[src/rtl/tx_symbol_sched.sv]
// tx_symbol_sched: paces 4-ASK symbols into the TX shaping filter, zero-stuffed to SPS samples.
// Build option SYM_PRBS_EN adds prbs_sel_i and an internal x^7+x^6+1 symbol source.
module tx_symbol_sched #(
  parameter int unsigned      CLK_DIV   = 4,
  parameter int unsigned      SPS       = 4,
  parameter int unsigned      DRAIN_LEN = 21,
  parameter logic signed [17:0] LVL_A   = 18'sd16384
) (
  input  logic               clk_i,
  input  logic               reset_i,
  input  logic               start_i,
  input  logic               stop_i,
  input  logic [1:0]         sym_in_i,
  input  logic               sym_valid_i,
`ifdef SYM_PRBS_EN
  input  logic               prbs_sel_i,
`endif
  output logic               sym_ready_o,
  output logic signed [17:0] x_out_o,
  output logic               samp_en_o,
  output logic               busy_o,
  output logic               done_o,
  output logic               underrun_o
);

  localparam int DIV_W = (CLK_DIV > 1) ? $clog2(CLK_DIV) : 1;
  localparam int PH_W  = (SPS > 1) ? $clog2(SPS) : 1;
  localparam int DR_W  = (DRAIN_LEN > 1) ? $clog2(DRAIN_LEN) : 1;

  localparam logic [DIV_W-1:0] DIV_LAST = DIV_W'(CLK_DIV - 1);
  localparam logic [PH_W-1:0]  PH_LAST  = PH_W'(SPS - 1);
  localparam logic [DR_W-1:0]  DR_LAST  = DR_W'(DRAIN_LEN - 1);
  localparam logic signed [17:0] LVL_3A = 18'(3 * LVL_A);

  typedef enum logic [1:0] {
    S_IDLE  = 2'd0,
    S_RUN   = 2'd1,
    S_DRAIN = 2'd2
  } state_t;

  state_t            state_q;
  logic [DIV_W-1:0]  div_cnt_q;
  logic [PH_W-1:0]   phase_q;
  logic [DR_W-1:0]   drain_cnt_q;
  logic              stop_pend_q;
  logic signed [17:0] x_q;
  logic              samp_en_q;
  logic              done_q;
  logic              underrun_q;

  logic              tick;
  logic              sym_tick;
  logic              use_prbs_d;
  logic [1:0]        prbs_sym_d;

  // Gray-coded 4-ASK: adjacent levels differ in one bit.
  function automatic logic signed [17:0] level(input logic [1:0] s);
    case (s)
      2'b00:   return -LVL_3A;
      2'b01:   return -LVL_A;
      2'b11:   return LVL_A;
      default: return LVL_3A;
    endcase
  endfunction

`ifdef SYM_PRBS_EN
  logic [6:0] lfsr_q;
  logic [6:0] lfsr_s1_d;
  logic [6:0] lfsr_s2_d;

  assign lfsr_s1_d  = {lfsr_q[5:0], lfsr_q[6] ^ lfsr_q[5]};
  assign lfsr_s2_d  = {lfsr_s1_d[5:0], lfsr_s1_d[6] ^ lfsr_s1_d[5]};
  assign prbs_sym_d = {lfsr_s1_d[0], lfsr_s2_d[0]};
  assign use_prbs_d = prbs_sel_i;

  always_ff @(posedge clk_i or posedge reset_i) begin
    if (reset_i) begin
      lfsr_q <= 7'h7F;
    end else if (sym_tick && use_prbs_d) begin
      lfsr_q <= lfsr_s2_d;
    end
  end
`else
  assign prbs_sym_d = 2'b00;
  assign use_prbs_d = 1'b0;
`endif

  assign tick        = (state_q != S_IDLE) && (div_cnt_q == DIV_LAST);
  assign sym_tick    = tick && (state_q == S_RUN) && (phase_q == '0);
  assign sym_ready_o = sym_tick && !use_prbs_d;

  assign x_out_o    = x_q;
  assign samp_en_o  = samp_en_q;
  assign busy_o     = (state_q != S_IDLE);
  assign done_o     = done_q;
  assign underrun_o = underrun_q;

  always_ff @(posedge clk_i or posedge reset_i) begin
    if (reset_i) begin
      state_q     <= S_IDLE;
      div_cnt_q   <= '0;
      phase_q     <= '0;
      drain_cnt_q <= '0;
      stop_pend_q <= 1'b0;
      x_q         <= '0;
      samp_en_q   <= 1'b0;
      done_q      <= 1'b0;
      underrun_q  <= 1'b0;
    end else begin
      samp_en_q <= 1'b0;
      done_q    <= 1'b0;
      case (state_q)
        S_IDLE: begin
          if (start_i) begin
            state_q     <= S_RUN;
            div_cnt_q   <= '0;
            phase_q     <= '0;
            stop_pend_q <= 1'b0;
            underrun_q  <= 1'b0;
          end
        end

        S_RUN: begin
          if (stop_i) stop_pend_q <= 1'b1;
          div_cnt_q <= tick ? '0 : div_cnt_q + 1'b1;
          if (tick) begin
            samp_en_q <= 1'b1;
            if (phase_q == '0) begin
              if (use_prbs_d) begin
                x_q <= level(prbs_sym_d);
              end else if (sym_valid_i) begin
                x_q <= level(sym_in_i);
              end else begin
                x_q        <= '0;
                underrun_q <= 1'b1;
              end
            end else begin
              x_q <= '0;
            end
            if (phase_q == PH_LAST) begin
              phase_q <= '0;
              // Stop only takes effect once the current symbol has been fully emitted.
              if (stop_pend_q) begin
                state_q     <= S_DRAIN;
                drain_cnt_q <= '0;
                stop_pend_q <= 1'b0;
              end
            end else begin
              phase_q <= phase_q + 1'b1;
            end
          end
        end

        S_DRAIN: begin
          div_cnt_q <= tick ? '0 : div_cnt_q + 1'b1;
          if (tick) begin
            samp_en_q <= 1'b1;
            x_q       <= '0;
            if (drain_cnt_q == DR_LAST) begin
              state_q     <= S_IDLE;
              done_q      <= 1'b1;
              div_cnt_q   <= '0;
              drain_cnt_q <= '0;
            end else begin
              drain_cnt_q <= drain_cnt_q + 1'b1;
            end
          end
        end

        default: state_q <= S_IDLE;
      endcase
    end
  end

endmodule

[config.mk]
export PLATFORM = sky130hd
export DESIGN_NAME = tx_symbol_sched
export DESIGN_NICKNAME = d
export VERILOG_FILES = /design/src/rtl/tx_symbol_sched.sv
export SDC_FILE = /design/constraint.sdc
export NUM_CORES = 1
export LEC_CHECK = 0
export ABC_AREA = 1
export CORE_UTILIZATION = 38
export DETAILED_ROUTE_END_ITERATION = 10
export SLEW_MARGIN = 10
export SYNTH_ARGS = -nofsm -noshare
export SYNTH_HDL_FRONTEND = slang
export SYNTH_SLANG_ARGS = --single-unit
export TNS_END_PERCENT = 10
[constraint.sdc]
create_clock -name clk_i -period 3.5 [get_ports clk_i]
set_clock_uncertainty 0.1 [all_clocks]
set_input_delay 0.7 -clock clk_i [delete_from_list [all_inputs] [get_ports clk_i]]
set_output_delay 0.7 -clock clk_i [all_outputs]
set_load 0.03 [all_outputs]
==> impl_metrics.env <==
export IMPL_status="finished, final reports clean"
export IMPL_reg2reg_from="state_q[0]$_DFFE_PP0P_"
export IMPL_tns_ns=0
export IMPL_wl_per_cell_um=10.3
export IMPL_worstSetupPathType="register to primary output"
export IMPL_slew_headroom_pct=54.0
export IMPL_grt_max_degree=19
export IMPL_period_share_pct=84.5
export IMPL_dp_hpwl_um=1740
export IMPL_switching_share_pct=47.2
export IMPL_slew_viol_final=0
export IMPL_cts_resized=0
export IMPL_grt_usage_pct=14.2
export IMPL_synth_simple_gate_area_share_pct=26.4
export IMPL_worst_setup_path_startpoint="state_q[1]$_DFFE_PP0P_"
export IMPL_synthMuxAreaShare_pct=0
export IMPL_fin_nets=190
export IMPL_yosysTopAreaCellShare_pct=36.3
export IMPL_clock_tree_root_cell="clkbuf_4"
export IMPL_min_period_ns=2.96
export IMPL_arrival_ns=2.16
export IMPL_p_leak_nw=0.709
export IMPL_syn_area_per_cell_um2=8.11
export IMPL_die_y_um=59.2
export IMPL_finalNonFillerCells=213
export IMPL_drv_cap=0
export IMPL_hold_class="register to register"
export IMPL_seqPwrFrac_pct=31.2
export IMPL_cts_hold_buf=0
export IMPL_rrSetupSlack_ns=1.85
export IMPL_area_delta_synth_final_pct=13.4
export IMPL_syn_inst=153
export IMPL_cts_sinks=18
export IMPL_worst_pin_slew_ns=0.689
export IMPL_r2r_end="drain_cnt_q[3]$_DFFE_PP0P_"
export IMPL_dr_pass1_iters=4
export IMPL_ir_worst_vdd_mv=0.343
export IMPL_ys_flop_type="dfrtp_1"
export IMPL_die_w_um=59.2
export IMPL_finalWirelength_um=2200
export IMPL_ys_seq_elements=18
export IMPL_antenna_found_initial=0
export IMPL_fillers=317
export IMPL_viasPerCell=4.43
export IMPL_cts_tree="built"
export IMPL_numCtsBuffers=3
export IMPL_path_clk_slew_ns=0.10
export IMPL_dieArea_um2=3500
export IMPL_antenna_left=0
export IMPL_hold_viol_final=0
export IMPL_drive_gt1_share_pct=11.2
export IMPL_synth_top_family_by_area="simple AND/OR/NAND/NOR gates"
export IMPL_crit_fanout=6
export IMPL_synth_area_leader_cell="dfrtp_1"
export IMPL_cts_setup_buffers=0
export IMPL_placedCellCount=209
export IMPL_startpoint_type="register"
export IMPL_power_density_nw_per_um2=692
export IMPL_synth_xor_area_share_pct=0
export IMPL_initialDrtViolationCount=15
export IMPL_cp_end_kind="primary output"
export IMPL_synth_seq_area_share_pct=36.3
export IMPL_p_int_uw=515
export IMPL_vias=943
export IMPL_ctsHtreeMaxLevel=1
export IMPL_clockPowerShare_pct=13.2
export IMPL_synth_area_leaders="dfrtp_1 (36%), ha_1 (13%), buf_4 (9.1%), nand2_1 (9.1%), inv_1 (5.4%)"
export IMPL_cp_required_ns=2.70
export IMPL_rows=20
export IMPL_portBuffers=15
export IMPL_async_flop_share_pct=100
export IMPL_coreArea_um2=3080
export IMPL_comb_power_share_pct=55.6
export IMPL_synthAdderAreaFrac_pct=13.1
export IMPL_p_sw_uw=459
export IMPL_clock_latency_ns=0.29
export IMPL_grt_pass1_wl_um=3720
export IMPL_first_global_vias=885
export IMPL_yosys_warnings=0
export IMPL_gp_congestion=0.860
export IMPL_n_antenna_cell=0
export IMPL_synth_most_common_cell="nand2_1"
export IMPL_initial_utilization_pct=40.3
export IMPL_endpoint="sym_ready_o"
export IMPL_netlist_area_um2=1240
export IMPL_synth_compound_gate_area_share_pct=6.96
export IMPL_synth_edf_count=0
export IMPL_drc=0
export IMPL_pin_count=30
export IMPL_synth_cell_types=24
export IMPL_rsz0062_at_grt="no"
export IMPL_setup_violations=0
export IMPL_grt_overflow=0
export IMPL_clk_path_buf_depth=2
export IMPL_fmax_ghz=0.338
export IMPL_reg2reg_depth=9
export IMPL_synth_commonest_cells="nand2_1 (30), dfrtp_1 (18), inv_1 (18)"
metrics by stage:
stage,cell area [um^2],worst slack [ns],power (mW),hold WS [ns],utilization [%]
after detailed placement,1370,0.862,0.854,0.379,44.6
after CTS,1410,0.513,0.990,0.406,45.7
after global routing,1410,0.407,1.05,0.423,45.7
after global placement,1370,0.933,0.843,0.366,44.6
after floorplan,1290,1.01,0.727,0.352,-
final,1410,0.541,0.974,0.401,45.7
final cells by class:
class	count	area (um^2)	share of cell area [%]
repair buffers	15	150	10.7
clock buffers	4	36.3	2.58
well taps	44	55.1	3.91
multi-input cells	109	629	44.7
inverters	23	86.3	6.13
flip-flops and latches	18	450	32.0
logic make-up (layout without fill, tap and decap cells):
logic type / count (synthesis) / after routing
adders and majority gates: 13 / 13
DFF: 18 / 18
AOI/OAI and AO/OA: 16 / 16
buffers and inverters: 39 / 42
other: 1 / 14
and+or+nand+nor: 66 / 66
registers in the layout (all words and copies together), names as in the netlist:
register and flops:
phase_q 2, stop_pend_q 1, underrun_o 1, drain_cnt_q 5, samp_en_o 1, done_o 1, state_q 2, x_out_o 3
div_cnt_q 2
per-layer routing:
| layer | up-vias | track usage (%) | part of all wire (%) |
|---|---|---|---|
| li1 | 490 | - | - |
| met1 | 432 | 17.7 | 46 |
| met2 | 16 | 23.9 | 50 |
| met3 | 5 | 2.40 | 2.8 |
| met4 | 0 | 6.46 | 1.7 |
| met5 | - | 0 | 0 |
cells in the final DEF, fill, tap and decap left out:
cell type	n
a21oi_1	2
a2bb2oi_1	1
clkbuf_4	3
clkbuf_8	1
clkdlybuf4s50_1	15
conb_1	14
dfrtp_1	18
ha_1	13
inv_1	18
inv_2	5
nand2_1	30
nand2_2	1
nand2_4	2
nand3_1	6
nand3_2	1
nand3_4	1
nand3b_1	1
nand4_1	5
nor2_1	11
nor2_2	4
nor3_1	2
nor3b_1	1
o21ai_1	12
o21bai_1	1
or2_2	1
power groups by stage:
| stage | Combinational (mW) | Clock (mW) | Sequential [mW] |
|---|---|---|---|
| floorplan | 0.392 | 0 | 0.334 |
| global placement | 0.538 | 0 | 0.306 |
| detailed placement | 0.546 | 0 | 0.308 |
| CTS | 0.549 | 0.137 | 0.304 |
| global route | 0.597 | 0.143 | 0.310 |
| finish | 0.542 | 0.129 | 0.304 |
critical path, stage by stage, from the launching register on:
cell and delay, ns:
dfrtp_1 0.42, inv_1 0.12, ha_1 0.29, inv_2 0.10, nor3b_1 0.23, clkdlybuf4s50_1 0.70
worst min path at each step:
stage	from	endpoint	slack, ns	cells past startpoint
global placement	stop_pend_q$_DFFE_PP0P_	stop_pend_q$_DFFE_PP0P_	0.37	2
finish	stop_pend_q$_DFFE_PP0P_	stop_pend_q$_DFFE_PP0P_	0.40	2
CTS	stop_pend_q$_DFFE_PP0P_	stop_pend_q$_DFFE_PP0P_	0.41	2
global route	stop_pend_q$_DFFE_PP0P_	stop_pend_q$_DFFE_PP0P_	0.42	2
detailed placement	stop_pend_q$_DFFE_PP0P_	stop_pend_q$_DFFE_PP0P_	0.38	2
floorplan	stop_pend_q$_DFFE_PP0P_	stop_pend_q$_DFFE_PP0P_	0.35	2
Power figures use the tool's default switching activity.
==> patch 1: new RTL, same flow settings <==
Re-encode `state_t` (3 states) as one-hot, 3 bits wide.
--- a/src/rtl/tx_symbol_sched.sv
+++ b/src/rtl/tx_symbol_sched.sv
@@ -34,6 +34,6 @@
 
-  typedef enum logic [1:0] {
-    S_IDLE  = 2'd0,
-    S_RUN   = 2'd1,
-    S_DRAIN = 2'd2
+  typedef enum logic [2:0] {
+    S_IDLE  = 3'b001,
+    S_RUN   = 3'b010,
+    S_DRAIN = 3'b100
   } state_t;
Function: no difference found for any inputs over 10 cycles, from zero or initial values and one cycle with reset_i high; not proved beyond that.
==> patch 1 against the unedited design <==
  * Highest routed layer unchanged
  * Via count grew 8.0%
  * Largest cell class unchanged
  * Sequential power increased by 4%
  * Synthesized area shrank 1.9%
  * Sequential share of layout area is 2.4 points higher
  * Cell area decreased by 1.5%
  * Worst setup slack improved by 0.097 ns
  * Fmax is 3.4% higher
  * Wire length is 3.7% higher
  * Total power shrank 16%
  * Sequential cell count up 1
==> patch 1: results (changes against the unedited design) <==
Placed design
  • Setup WS pre-CTS: 1.00 ns (+0.140 ns)
  • HPWL after DPL: 1770 um (+2.0%)
  • Gpl congestion: 0.881 (+2.4%)

Final layout
  • Share of post-route cells with drive strength above 1: 0.102 (-0.0107)
  • # fillers: 331 (+4.4%)

GRT
  • Pin count of the biggest net entering global routing: 20 (+1)
  • Vias in the first global route: 888 (+0.34%)
  • GRT Util Overall: 0.152 (+0.0103)
  • First-pass GRT wire length: 3880 um (+4.4%)
  • Initial antenna violation count: 0 (unchanged)

Clocking
  • # resized after CTS: 0 (unchanged)
  • H-tree lvl count: 1 (unchanged)
  • Setup bufs post-CTS: 0 (unchanged)

Critical path
  • Worst path top cell family by delay: buffers and inverters
  • Crit-path slowest cell: clkdlybuf4s50_1
  • WP data arrival: 2.06 ns (-0.10 ns)
  • Worst-path maximum fanout: 7 (+1)
  • Slowest stage delay, CP: 0.73 ns (+0.03 ns)

Logic synthesis
  • Dominant synthesized flop cell: dfrtp_1
  • Post-synthesis sequential area ratio: 0.392 (+0.0287)
  • Commonest cells post-synth: nand2_1, dfrtp_1, inv_1
  • Synth cell types: 22 (-8.3%)
  • Top cells by area, synth: dfrtp_1, nand2_1, buf_4

Detailed routing
  • Vias/cell: 4.61 (+4.0%)
  • 1st-iter DRT viols: 57 (+42)
  • Initial DRT Pass Iterations: 4 (unchanged)
  • Wire length per cell: 10.3 um (about the same)

STA
  • Actual slew at the worst max-slew pin: 0.701 ns (+0.0122 ns)

Pwr
  • Sw frac: 0.450 (-0.0220)
  • VDD IR-drop max: 195 uV (-43%)
  • Leakage: 0.738 nW (+4.1%)

Run status
  • Outcome: complete, no violations
patch 1: metal layers:
metal / up-vias / GRT usage / part of all wire
met2: 42 / 0.241 / 0.45
met3: 9 / 0.0286 / 0.059
met1: 452 / 0.193 / 0.46
met4: 0 / 0.0918 / 0.031
li1: 515 / - / -
met5: - / 0 / 0
patch 1: worst reg2reg max path, cell delays in order, from the launching register on:
cell and delay, ns:
dfstp_2 0.61, inv_2 0.08, nand3_2 0.22, inv_1 0.09
nand2_1 0.11, nand3_1 0.08, o21ai_0 0.24
patch 1: path summary, 6_finish.rpt:
check                           start             end  slack, ns  cells after the start
max                        state_q[2]     sym_ready_o       0.64                      4
min                        underrun_o      underrun_o       0.38                      2
max reg2reg                state_q[0]      state_q[0]       1.88                      6
min reg2reg                underrun_o      underrun_o       0.38                      2
max in group asynchronous     reset_i  drain_cnt_q[1]       2.16                      2
min in group asynchronous     reset_i    div_cnt_q[0]       0.70                      2
patch 1: cell type report:
| cell class | count | share of cell area |
|---|---|---|
| Tap cell | 44 | 0.0397 |
| Sequential cell | 19 | 0.344 |
| Clock buffer | 3 | 0.0162 |
| Timing Repair Buffer | 15 | 0.108 |
| Clock inverter | 1 | 0.00361 |
| Multi-Input combinational cell | 117 | 0.429 |
| Inverter | 22 | 0.0596 |
patch 1: per-stage QoR:
| stage | instance area (um2) | std cells | power, mW | hold WS, ns |
|---|---|---|---|---|
| global placement | 1360 | 217 | 0.700 | 0.362 |
| finish | 1390 | 221 | 0.821 | 0.382 |
| floorplan | 1270 | 173 | 0.606 | 0.346 |
| detailed placement | 1360 | 217 | 0.713 | 0.358 |
| global route | 1390 | 221 | 0.893 | 0.425 |
| CTS | 1390 | 221 | 0.829 | 0.386 |
patch 1: power groups by stage:
stage | clock network (mW) | logic, mW | registers [mW]
floorplan | 0 | 0.252 | 0.354
global placement | 0 | 0.382 | 0.318
finish | 0.113 | 0.391 | 0.317
detailed placement | 0 | 0.390 | 0.322
global route | 0.128 | 0.440 | 0.325
CTS | 0.118 | 0.393 | 0.318
patch 1: cell families after synthesis:
logic type	count (synthesis)	share of synthesized area
and+or+nand+nor	85	0.331
buffers and inverters	37	0.160
DFF	19	0.392
AOI/OAI and AO/OA	12	0.0555
adders and majority gates	5	0.0514
xor gates and xnor gates	1	0.00720
other	1	0.00308
==> patch 2: new RTL, config.mk and constraints unchanged <==
Made on the original files. Build with the macro `SYM_PRBS_EN` defined.
--- a/src/rtl/tx_symbol_sched.sv
+++ b/src/rtl/tx_symbol_sched.sv
@@ -2,2 +2,4 @@
 // Build option SYM_PRBS_EN adds prbs_sel_i and an internal x^7+x^6+1 symbol source.
+`define SYM_PRBS_EN
+
 module tx_symbol_sched #(
Ports: changed (added prbs_sel_i); port bits go from 30 to 31. The function was not compared with the original's and may differ.
==> patch 2 against the unedited design <==
  * Cell area is 23% higher
  * Count of clock-buffer cells in the layout is 1 lower
  * Via count is 19% higher
  * Sequential cell count is 7 higher
  * Wire length is 14% higher
  * Cell count is 18% higher
  * Largest power group unchanged
  * Synthesized area is 25% higher
  * Critical path depth stayed put
  * Worst setup slack worse by 0.011 ns
  * Total power is 16% higher
  * Clock power is 34% higher
==> patch 2: results (changes against the unedited design) <==
STA
  • Actual slew at the worst max-slew pin: 0.923 ns (+0.234 ns)
  • Final Cycle Share: 0.849 (+0.00317)
  • Hold slack: 0.366 ns (-0.0348 ns)

Critical path
  • R2R Path End: state_q[1]
  • FF-to-FF setup slack: 1.82 ns (-0.03 ns)
  • Slowest stage delay, CP: 0.67 ns (-0.03 ns)
  • Worst Reg-to-Reg Cells: 8 (-1)
  • Worst-path maximum fanout: 9 (+3)
  • Crit-path slowest cell: clkdlybuf4s50_1

Logic synthesis
  • Post-synthesis sequential area ratio: 0.408 (+0.0450)
  • Synth Area in Compound Gates: 0.0547 (-0.0149)
  • Mapped Avg Cell Area: 8.23 um2 (+1.4%)
  • Synth cell types: 27 (+13%)
  • Post-synthesis adder-cell area fraction: 0.0805 (-0.0506)
  • Commonest cells post-synth: nand2_1, inv_1, dfrtp_1
  • Top cells by area, synth: dfrtp_1, dfstp_2, nand2_1
  • XOR/XNOR share of the synthesized area: 0.0225 (+0.0225)

Min path
  • Hold Path Sink: lfsr_q[2]
  • Min-delay src: lfsr_q[0]

GRT
  • Pin count of the biggest net entering global routing: 26 (+7)
  • Vias in the first global route: 987 (+12%)
  • GRT Util Overall: 0.134 (-0.00749)
  • First-pass GRT wire length: 4400 um (+18%)

Clocking
  • # resized after CTS: 0 (unchanged)
  • Clock Latency Late Sink: 0.27 ns (-0.02 ns)
  • Max Root-Sink Buffers: 2 (unchanged)
  • H-tree lvl count: 1 (unchanged)
  • Clock Tree Root: clkbuf_8

Placed design
  • Buffers on Ports: 16 (+1)
  • HPWL after DPL: 1980 um (+14%)
  • Placed inst area: 1680 um2 (+23%)
  • Placed Cells: 248 (+19%)
  • Gpl congestion: 0.755 (-12%)

Final layout
  • Share of post-route cells with drive strength above 1: 0.142 (+0.0297)
  • Nets@finish: 223 (+17%)
  • Non-filler cells, final: 252 (+18%)
  • Largest register FFs: 7 (+2)
  • # fillers: 396 (+25%)
  • Largest Register: lfsr_q

Detailed routing
  • Vias/cell: 4.44 (+0.21%)
  • Final WL: 2510 um (+14%)
  • 1st-iter DRT viols: 117 (+102)

Run status
  • Outcome: complete, no violations

Pwr
  • Leakage: 0.865 nW (+22%)
  • VDD IR-drop max: 344 uV (+0.30%)
-- patch 2: cell count changes after synthesis, sizes merged, moves of 3 or more --
cell	unedited run	this run
dfstp	0	7
ha	13	10
inv	23	26
nand2	33	47
nand3	8	15
-- patch 2: metal layers --
metal,vias up,share of wire,global-route usage
li1,595,-,-
met1,495,0.51,0.183
met2,24,0.43,0.203
met3,4,0.043,0.0362
met4,0,0.014,0.0479
met5,-,0,0
-- patch 2: report_power, final --
part | internal (mW) | switching, mW | leakage, nW
registers | 0.366 | 0.0484 | 0.305
logic | 0.191 | 0.354 | 0.538
clock network | 0.0807 | 0.0920 | 0.0217
-- patch 2: layout make-up --
class / count / area share
Clock inverter: 1 / 0.00434
Timing Repair Buffer: 16 / 0.0926
Sequential cell: 25 / 0.367
Tap cell: 48 / 0.0347
Multi-Input combinational cell: 132 / 0.419
Clock buffer: 3 / 0.0239
Inverter: 27 / 0.0593
-- patch 2: metrics by stage --
stage / setup slack, ns / util
6_report: 0.530 / 0.456
5_1_grt: 0.401 / 0.456
4_1_cts: 0.504 / 0.456
3_5_place_dp: 0.641 / 0.443
3_3_place_gp: 0.635 / 0.443
2_1_floorplan: 1.31 / -
-- patch 2: kinds of logic (layout without fill, tap and decap cells) --
| family | count (synthesis) | in the layout |
|---|---|---|
| and+or+nand+nor | 88 | 88 |
| other | 1 | 14 |
| DFF | 25 | 25 |
| AOI/OAI and AO/OA | 16 | 16 |
| xor gates and xnor gates | 4 | 4 |
| buffers and inverters | 45 | 47 |
| adders and majority gates | 10 | 10 |
-- patch 2: worst max-delay path by stage --
stage / from / to / slack [ns] / depth (start not counted)
after floorplan: state_q[0] / sym_ready_o / 1.31 / 5
after global placement: prbs_sel_i / sym_ready_o / 0.63 / 3
after detailed placement: prbs_sel_i / sym_ready_o / 0.64 / 3
after CTS: state_q[1] / sym_ready_o / 0.50 / 5
after global routing: state_q[1] / sym_ready_o / 0.40 / 5
final: state_q[1] / sym_ready_o / 0.53 / 5
-- patch 2: worst max-delay path: cells and delay by family (launching register included) --
family / cells / cell delay, ns
buffers and inverters: 2 / 0.78
adders and majority gates: 1 / 0.42
and+or+nand+nor: 2 / 0.28
DFF: 1 / 0.42
